--- src/rtl/vector_data_memory_if.sv ---
// Request, store-data and load-data bundle for vector_data_memory.
// The master side issues vector requests; the slave side is the memory.
interface vector_data_memory_if #(
    parameter int DATA_W = 32,
    parameter int ADDR_W = 5,
    parameter int LEN_W  = 4
);
    logic              req_valid;
    logic              req_ready;
    logic              req_we;
    logic [ADDR_W-1:0] req_base;
    logic [ADDR_W-1:0] req_stride;
    logic [LEN_W-1:0]  req_len;
    logic [DATA_W-1:0] wdata;
    logic              wdata_valid;
    logic              wdata_ready;
    logic [DATA_W-1:0] rdata;
    logic              rdata_valid;
    logic              done;
    logic              init_busy;

    modport master (
        output req_valid, req_we, req_base, req_stride, req_len, wdata, wdata_valid,
        input  req_ready, wdata_ready, rdata, rdata_valid, done, init_busy
    );

    modport slave (
        input  req_valid, req_we, req_base, req_stride, req_len, wdata, wdata_valid,
        output req_ready, wdata_ready, rdata, rdata_valid, done, init_busy
    );
endinterface

--- src/rtl/vector_data_memory.sv ---
// Strided vector load/store memory with self-initialisation (mem[i] = i) after reset.
// Loads stream one element per cycle; stores advance only on accepted wdata beats.
module vector_data_memory #(
    parameter int DATA_W = 32,
    parameter int ADDR_W = 5,
    parameter int LEN_W  = 4
) (
    input logic clk,
    input logic rst,
    vector_data_memory_if.slave io_bus
);
    localparam int DEPTH = 2 ** ADDR_W;

    typedef enum logic [1:0] {INIT, IDLE, LOAD, STORE} state_t;

    state_t            r_state;
    state_t            w_next_state;

    logic [DATA_W-1:0] r_mem [DEPTH];
    logic [ADDR_W-1:0] r_init_idx;
    logic [ADDR_W-1:0] r_addr;
    logic [ADDR_W-1:0] r_stride;
    logic [LEN_W-1:0]  r_remaining;
    logic [DATA_W-1:0] r_rdata;
    logic              r_rdata_valid;
    logic              r_done;

    logic              w_req_ready;
    logic              w_wdata_ready;
    logic              w_init_busy;
    logic              w_accept;
    logic              w_last;
    logic              w_mem_we;
    logic [ADDR_W-1:0] w_mem_addr;
    logic [DATA_W-1:0] w_mem_wdata;

    always_ff @(posedge clk or posedge rst) begin
        if (rst) begin
            r_state <= INIT;
        end else begin
            r_state <= w_next_state;
        end
    end

    always_comb begin
        w_next_state  = r_state;
        w_req_ready   = 1'b0;
        w_wdata_ready = 1'b0;
        w_init_busy   = 1'b0;
        w_accept      = 1'b0;
        w_last        = (r_remaining == LEN_W'(1));
        w_mem_we      = 1'b0;
        w_mem_addr    = r_addr;
        w_mem_wdata   = io_bus.wdata;
        case (r_state)
            INIT: begin
                w_init_busy = 1'b1;
                w_mem_we    = 1'b1;
                w_mem_addr  = r_init_idx;
                w_mem_wdata = DATA_W'(r_init_idx);
                if (r_init_idx == ADDR_W'(DEPTH - 1)) begin
                    w_next_state = IDLE;
                end
            end
            IDLE: begin
                w_req_ready = 1'b1;
                if (io_bus.req_valid) begin
                    w_accept = 1'b1;
                    if (io_bus.req_len != '0) begin
                        w_next_state = io_bus.req_we ? STORE : LOAD;
                    end
                end
            end
            LOAD: begin
                if (w_last) begin
                    w_next_state = IDLE;
                end
            end
            STORE: begin
                w_wdata_ready = 1'b1;
                if (io_bus.wdata_valid) begin
                    w_mem_we = 1'b1;
                    if (w_last) begin
                        w_next_state = IDLE;
                    end
                end
            end
            default: w_next_state = INIT;
        endcase
    end

    // Storage has no reset: INIT rewrites every word after each reset anyway.
    always_ff @(posedge clk) begin
        if (w_mem_we) begin
            r_mem[w_mem_addr] <= w_mem_wdata;
        end
    end

    always_ff @(posedge clk or posedge rst) begin
        if (rst) begin
            r_init_idx    <= '0;
            r_addr        <= '0;
            r_stride      <= '0;
            r_remaining   <= '0;
            r_rdata       <= '0;
            r_rdata_valid <= 1'b0;
            r_done        <= 1'b0;
        end else begin
            r_rdata_valid <= 1'b0;
            r_done        <= 1'b0;
            case (r_state)
                INIT: begin
                    r_init_idx <= r_init_idx + ADDR_W'(1);
                end
                IDLE: begin
                    if (w_accept) begin
                        r_addr      <= io_bus.req_base;
                        r_stride    <= io_bus.req_stride;
                        r_remaining <= io_bus.req_len;
                        r_done      <= (io_bus.req_len == '0);
                    end
                end
                LOAD: begin
                    r_rdata       <= r_mem[r_addr];
                    r_rdata_valid <= 1'b1;
                    r_addr        <= r_addr + r_stride;
                    r_remaining   <= r_remaining - LEN_W'(1);
                    r_done        <= w_last;
                end
                STORE: begin
                    if (io_bus.wdata_valid) begin
                        r_addr      <= r_addr + r_stride;
                        r_remaining <= r_remaining - LEN_W'(1);
                        r_done      <= w_last;
                    end
                end
                default: ;
            endcase
        end
    end

    assign io_bus.req_ready   = w_req_ready;
    assign io_bus.wdata_ready = w_wdata_ready;
    assign io_bus.init_busy   = w_init_busy;
    assign io_bus.rdata       = r_rdata;
    assign io_bus.rdata_valid = r_rdata_valid;
    assign io_bus.done        = r_done;
endmodule

--- src/flat_wrapper.sv ---
// flat-port wrapper written by rule: the top's interface ports become plain ports
module vector_data_memory_flat 
#(
    parameter int DATA_W = 32,
    parameter int ADDR_W = 5,
    parameter int LEN_W  = 4
)
  (clk, rst, io_bus_req_valid, io_bus_req_we, io_bus_req_base, io_bus_req_stride, io_bus_req_len, io_bus_wdata, io_bus_wdata_valid, io_bus_req_ready, io_bus_wdata_ready, io_bus_rdata, io_bus_rdata_valid, io_bus_done, io_bus_init_busy);
  vector_data_memory_if #(.DATA_W(DATA_W), .ADDR_W(ADDR_W), .LEN_W(LEN_W)) io_bus_i ();
  input logic clk;
  input logic rst;
  input wire logic [$bits(io_bus_i.req_valid)-1:0] io_bus_req_valid;
  input wire logic [$bits(io_bus_i.req_we)-1:0] io_bus_req_we;
  input wire logic [$bits(io_bus_i.req_base)-1:0] io_bus_req_base;
  input wire logic [$bits(io_bus_i.req_stride)-1:0] io_bus_req_stride;
  input wire logic [$bits(io_bus_i.req_len)-1:0] io_bus_req_len;
  input wire logic [$bits(io_bus_i.wdata)-1:0] io_bus_wdata;
  input wire logic [$bits(io_bus_i.wdata_valid)-1:0] io_bus_wdata_valid;
  output wire logic [$bits(io_bus_i.req_ready)-1:0] io_bus_req_ready;
  output wire logic [$bits(io_bus_i.wdata_ready)-1:0] io_bus_wdata_ready;
  output wire logic [$bits(io_bus_i.rdata)-1:0] io_bus_rdata;
  output wire logic [$bits(io_bus_i.rdata_valid)-1:0] io_bus_rdata_valid;
  output wire logic [$bits(io_bus_i.done)-1:0] io_bus_done;
  output wire logic [$bits(io_bus_i.init_busy)-1:0] io_bus_init_busy;
  assign io_bus_i.req_valid = io_bus_req_valid;
  assign io_bus_i.req_we = io_bus_req_we;
  assign io_bus_i.req_base = io_bus_req_base;
  assign io_bus_i.req_stride = io_bus_req_stride;
  assign io_bus_i.req_len = io_bus_req_len;
  assign io_bus_i.wdata = io_bus_wdata;
  assign io_bus_i.wdata_valid = io_bus_wdata_valid;
  assign io_bus_req_ready = io_bus_i.req_ready;
  assign io_bus_wdata_ready = io_bus_i.wdata_ready;
  assign io_bus_rdata = io_bus_i.rdata;
  assign io_bus_rdata_valid = io_bus_i.rdata_valid;
  assign io_bus_done = io_bus_i.done;
  assign io_bus_init_busy = io_bus_i.init_busy;
  vector_data_memory #(.DATA_W(DATA_W), .ADDR_W(ADDR_W), .LEN_W(LEN_W)) u_core (.clk(clk), .rst(rst), .io_bus(io_bus_i));
endmodule
--- config.mk ---
export PLATFORM = sky130hd
export DESIGN_NAME = vector_data_memory_flat
export DESIGN_NICKNAME = d
export VERILOG_FILES = /design/src/rtl/vector_data_memory_if.sv /design/src/rtl/vector_data_memory.sv /design/src/flat_wrapper.sv
export SDC_FILE = /design/constraint.sdc
export NUM_CORES = 1
export LEC_CHECK = 0
export CORE_MARGIN = 1
export CORE_UTILIZATION = 40
export CTS_BUF_LIST = sky130_fd_sc_hd__clkbuf_8
export CTS_CLUSTER_DIAMETER = 150
export DETAILED_ROUTE_END_ITERATION = 10
export PLACE_DENSITY_LB_ADDON = 0.15
export SETUP_SLACK_MARGIN = 0.02
export SKIP_CTS_REPAIR_TIMING = 1
export SLEW_MARGIN = 30
export SYNTH_ARGS = -nofsm -noshare
export SYNTH_HDL_FRONTEND = slang
export SYNTH_SLANG_ARGS = --single-unit
--- constraint.sdc ---
create_clock -name clk -period 5.16 [get_ports clk]
set_clock_uncertainty 0.05 [all_clocks]
set_input_delay 0.774 -clock clk [delete_from_list [all_inputs] [get_ports clk]]
set_output_delay 0.774 -clock clk [all_outputs]
set_load 0.02 [all_outputs]
==> reports/metrics.cfg, run 1 <==
[outcome]
status = finished clean

[global_routing]
grtUsageTotal_pct = 20.7
overflow = 0
antenna_found_initial = 3
grt_first_pass_wirelength_mm = 160
grt_pass1_vias = 23400
grt_max_degree = 135

[cts]
root_buffer = clkbuf_8
clk_pin_slew_ps = 60
clock_sinks = 1079
cts_max_path_buffers = 3
clk_latency_ps = 830
tritoncts = built
cts_htree_levels = 4
numCtsBuffers = 176

[placement]
gp_congestion = 0.774
portBuffers = 87
dp_hpwl_mm = 65.0
dpl.cell_count = 3824
placed_cell_area_mm2 = 0.0455

[floorplan]
die_area_mm2 = 0.107
pin_count = 88
die_h_um = 328
core_mm2 = 0.105
initial_utilization_pct = 40.4
die_w_um = 328
rows = 119

[final_layout]
n_fill_cell = 9002
fin_cells = 4147
fin_nets = 2677
syn_to_final_growth_pct = 15.0
drive_gt1_share_pct = 15.3
final_cell_area_mm2 = 0.0489

[yosys]
synth_seq_area_share_pct = 75.6
avgSynthCellArea_um2 = 17.8
synth-main-ff-cell = edfxtp_1
yosysMostFrequentCell = edfxtp_1
synth.cells.most_frequent = edfxtp_1, mux2i_1, a22oi_1
synth_area_leaders = edfxtp_1, mux2i_1, a22oi_1, dfrtp_1, a21oi_1
synth_cells = 2392
yosysUniqueCellTypes = 39
synth_nets = 2456
ys.warnings.count = 0
synth-seq-cells = 1079
synth_edf_count = 1024
syn-cell-area_mm2 = 0.0425
ys_async_sr_fraction_pct = 5.10
synth_top_area_share_pct = 72.4
synth_top_cell_by_area = edfxtp_1

[routing]
drtPass1Iterations = 5
wire_per_inst_um = 26.6
vias = 22400
first_iter_violations = 1800
drc = 0
detail_route.vias_per_cell = 5.39
antenna_left = 0
routed_wl_mm = 110

[sta]
rsz0062_at_grt = false
worstMarginPinSlew_ps = 1050
drv_slew = 0
final-hold-violation-count = 0
whs_ps = 270
slew_headroom_pct = 29.6
fin_crit_sh_pct = 76.0
min_period_ps = 3920
fmax_ghz = 0.255
setup_tns_ps = 0
setup_violations = 0

[power]
p_leak_nw = 16.7
ir_drop_mv = 0.409
p_per_area_mw_per_mm2 = 554

[critical_path]
path_max_fanout = 33
end_kind = primary output
criticalPathCategory = reg -> out
critPathArrivalTime_ps = 3100
start_kind = flop
crit_required_ps = 4340

[min_path]
hold_class = in -> async

[run]
maxCapViolCount = 0

[layer usage]
layer / vias to the layer above / GRT usage (%) / wire [um]
li1: 10000 / - / -
met1: 11500 / 28.0 / 49300
met2: 643 / 33.2 / 52600
met3: 179 / 3.99 / 5620
met4: 0 / 7.13 / 2900
met5: - / 0 / 0
[final timing paths]
path	endpoint	slack, ps	cells past startpoint	startpoint
min in group clk	u_core.io_bus.rdata[1]	450	1	u_core.io_bus.rdata[1]
setup / recovery	io_bus_init_busy	1240	4	u_core.r_state[1]
hold reg to reg	u_core.io_bus.rdata[1]	450	1	u_core.io_bus.rdata[1]
max in group asynchronous	u_core.io_bus.rdata[12]	3780	3	rst
setup reg to reg	u_core.r_mem[11][20]	1500	7	u_core.r_state[1]
hold / removal	u_core.r_stride[3]	270	2	rst
[where the power goes]
part	switching (W)	leakage, nW	internal, W
Combinational	0.00582	4.81	0.00298
Sequential	0.000305	9.93	0.0109
Clock	0.00335	1.95	0.00367
[worst max-delay path, stage by stage, from the launching register on]
cell and delay [ps]:
dfrtp_1 410, inv_1 140, ha_4 490, buf_4 530, clkdlybuf4s50_1 710
[layout make-up]
class | instances | area [um2] | area share, %
Clock buffer | 188 | 2590 | 5.29
Clock inverter | 130 | 737 | 1.51
Timing Repair Buffer | 184 | 1850 | 3.79
Inverter | 22 | 83.8 | 0.172
Tap cell | 1391 | 1740 | 3.56
Sequential cell | 1079 | 32100 | 65.7
Multi-Input combinational cell | 1150 | 9730 | 19.9
Antenna cell | 3 | 7.51 | 0.0154
[per-stage QoR]
stage	worst slack (ps)	total power, W	utilization, %
3_3_place_gp	1200	0.0202	43.2
6_report	1240	0.0271	46.4
5_1_grt	1040	0.0283	46.4
4_1_cts	1120	0.0273	46.4
2_1_floorplan	1790	0.0170	-
3_5_place_dp	1170	0.0203	43.2
[logic make-up (layout without fill, tap and decap cells)]
family | after synthesis | in the layout | synth area share [%]
compound gates | 432 | 432 | 6.70
flops | 1079 | 1079 | 75.6
fa+ha+maj | 13 | 13 | 0.401
buf+inv | 163 | 524 | 2.32
mux | 551 | 551 | 13.1
simple gates | 149 | 149 | 1.75
xor+xnor | 5 | 5 | 0.103
other cells | 0 | 3 | 0
[flip-flops by register name (all words and copies together), names as in the netlist]
| signal | cells |
|---|---|
| u_core.io_bus.done | 1 |
| u_core.r_mem | 1024 |
| u_core.io_bus.rdata | 32 |
| u_core.r_remaining | 4 |
| u_core.r_addr | 5 |
| u_core.io_bus.rdata_valid | 1 |
| u_core.r_state | 2 |
| u_core.r_stride | 5 |
| u_core.r_init_idx | 5 |
[placed cells by master (no fill, tap or decap), types with 33 or more instances in the layout]
cell type	netlist	final
edfxtp_1	1024	1024
mux2i_1	513	513
a22oi_1	258	258
clkbuf_8	0	188
a21oi_1	138	138
clkdlybuf4s50_1	0	87
inv_1	20	86
buf_4	25	78
dfrtp_1	55	54
mux2_2	38	38
nor2_4	0	36
nor4_1	33	33
(Power assumes the default switching activity.)
==> inputs of run 2 (changes only) <==
clock period = 3.3 ns   (was 5.16 ns; I/O delays follow)
==> reports/metrics.cfg, run 2 (synthesis gave the netlist of run 1 again) <==
[placement]
portBuffers = 87  ; unchanged
placed_cell_area_mm2 = 0.0467  ; +2.7%
gp_congestion = 0.802  ; +3.6%
dp_hpwl_mm = 72.5  ; +12%

[final_layout]
final_cell_mix = edfxtp_1, mux2i_1, a22oi_1
mostFrequentLayoutCell = edfxtp_1
drive_gt1_share_pct = 18.1  ; +2.8 points
regMostFlops = u_core.r_mem
fin_nets = 2787  ; +4.1%
final_cell_area_mm2 = 0.0500  ; +2.3%
syn_to_final_growth_pct = 17.6
utilization_pct = 47.5  ; +1.0 points
largest_reg_flops = 1024  ; unchanged

[global_routing]
grt_max_degree = 64  ; -53%
grt_first_pass_wirelength_mm = 169  ; +5.7%
overflow = 0  ; unchanged
grtUsageTotal_pct = 22.1  ; +1.4 points
antenna_found_initial = 1  ; -2
grt_pass1_vias = 23900  ; +2.5%

[cts]
clock_sinks = 1079  ; unchanged
tritoncts = built
clk_pin_slew_ps = 60  ; about the same
cts_max_path_buffers = 3  ; unchanged
cts_htree_levels = 4  ; unchanged
numCtsBuffers = 178  ; +1.1%
root_buffer = clkbuf_8
clk_latency_ps = 820  ; about the same

[critical_path]
slowest_delay_ps = 720  ; about the same
reg2reg_depth = 7  ; unchanged
path_max_fanout = 29  ; -12%
crit_required_ps = 2750  ; -1590 ps
r2r_end = u_core.io_bus.rdata[20]
criticalPathCategory = reg -> out
end_kind = primary output
rr_startpoint = u_core.r_addr[2]
reg2reg_slack_ps = 380  ; -1120 ps
crit_path_top_delay_cell = clkdlybuf4s50_1
critPathArrivalTime_ps = 2430  ; -670 ps
critical_path.cell_chain = inv_1 -> ha_4 -> clkdlybuf4s50_1
start_kind = flop

[power]
p_leak_nw = 17.3  ; +3.4%
p_per_area_mw_per_mm2 = 878  ; +59%
power.total_w = 0.0438  ; +62%
ir_drop_mv = 0.521  ; +27%

[floorplan]
rows = 119  ; unchanged
core_mm2 = 0.105  ; unchanged
initial_utilization_pct = 40.4  ; unchanged
die_area_mm2 = 0.107  ; unchanged
pin_count = 88  ; unchanged
die_w_um = 328  ; unchanged
die_h_um = 328  ; unchanged

[routing]
wire_per_inst_um = 27.8  ; +4.3%
antenna_left = 0  ; unchanged
first_iter_violations = 1881  ; +4.5%
detail_route.vias_per_cell = 5.43  ; +0.68%
drtPass1Iterations = 5  ; unchanged
vias = 23200  ; +3.6%
drc = 0  ; unchanged
routed_wl_mm = 118  ; +7.3%

[run]
maxCapViolCount = 0  ; unchanged

[sta]
setup_violations = 0  ; unchanged
rsz0062_at_grt = false
drv_slew = 0  ; unchanged
final-hold-violation-count = 0  ; unchanged
setup_tns_ps = 0  ; unchanged
fin_crit_sh_pct = 90.2
whs_ps = 97.2  ; -172 ps
slew_headroom_pct = 38.2  ; +8.6 points
worstMarginPinSlew_ps = 925  ; -128 ps
fmax_ghz = 0.336
min_period_ps = 2980

[min_path]
hold_class = in -> async

[outcome]
status = finished clean

run 2: worst max-delay path, delay by kind of cell, from the launching register on:
| family | cells | cell delay [ps] |
|---|---|---|
| flip-flops | 1 | 420 |
| buffers and inverters | 2 | 850 |
| adder cells (fa/ha/maj) | 1 | 350 |
run 2: per-layer routing:
layer | vias up | track usage (%) | routed length (um)
met5 | - | 0 | 0
met4 | 0 | 9.74 | 4690
met3 | 198 | 3.66 | 5530
met2 | 699 | 36.4 | 57900
met1 | 12000 | 28.8 | 50300
li1 | 10300 | - | -
run 2: power by group:
part	switching (W)	leakage, nW	internal [W]	total [W]
Clock	0.00525	1.90	0.00540	0.0107
Combinational	0.00997	5.42	0.00562	0.0156
Sequential	0.000508	9.93	0.0171	0.0176
Total	0.0157	17.3	0.0281	0.0438
run 2: area by class of cell:
class                      count  area [um2]
multi-input combinational   1150        9710
antenna                        2        5.00
timing repair buffer         292        3050
clock inverter               136         583
clock buffer                 194        2670
inverter                      22        85.1
tap                         1391        1740
fill                        8878       55300
sequential                  1079       32100
run 2: metrics by stage:
stage / std cells / setup WS (ps)
6_report: 4266 / 323
5_1_grt: 4265 / 197
4_1_cts: 4264 / 243
3_5_place_dp: 3934 / 381
3_3_place_gp: 3934 / 324
2_1_floorplan: 2392 / -73.0
run 2: worst max path at each step:
stage                     cells after the start                 endpoint               from  slack [ps]
final                                         3         io_bus_init_busy  u_core.r_state[1]         320
after global routing                          3         io_bus_init_busy  u_core.r_state[1]         200
after CTS                                     3         io_bus_init_busy  u_core.r_state[0]         240
after detailed placement                      7  u_core.io_bus.rdata[20]   u_core.r_addr[2]         380
after global placement                        7  u_core.io_bus.rdata[20]   u_core.r_addr[2]         320
after floorplan                               7      u_core.r_mem[15][0]  u_core.r_state[0]         -70
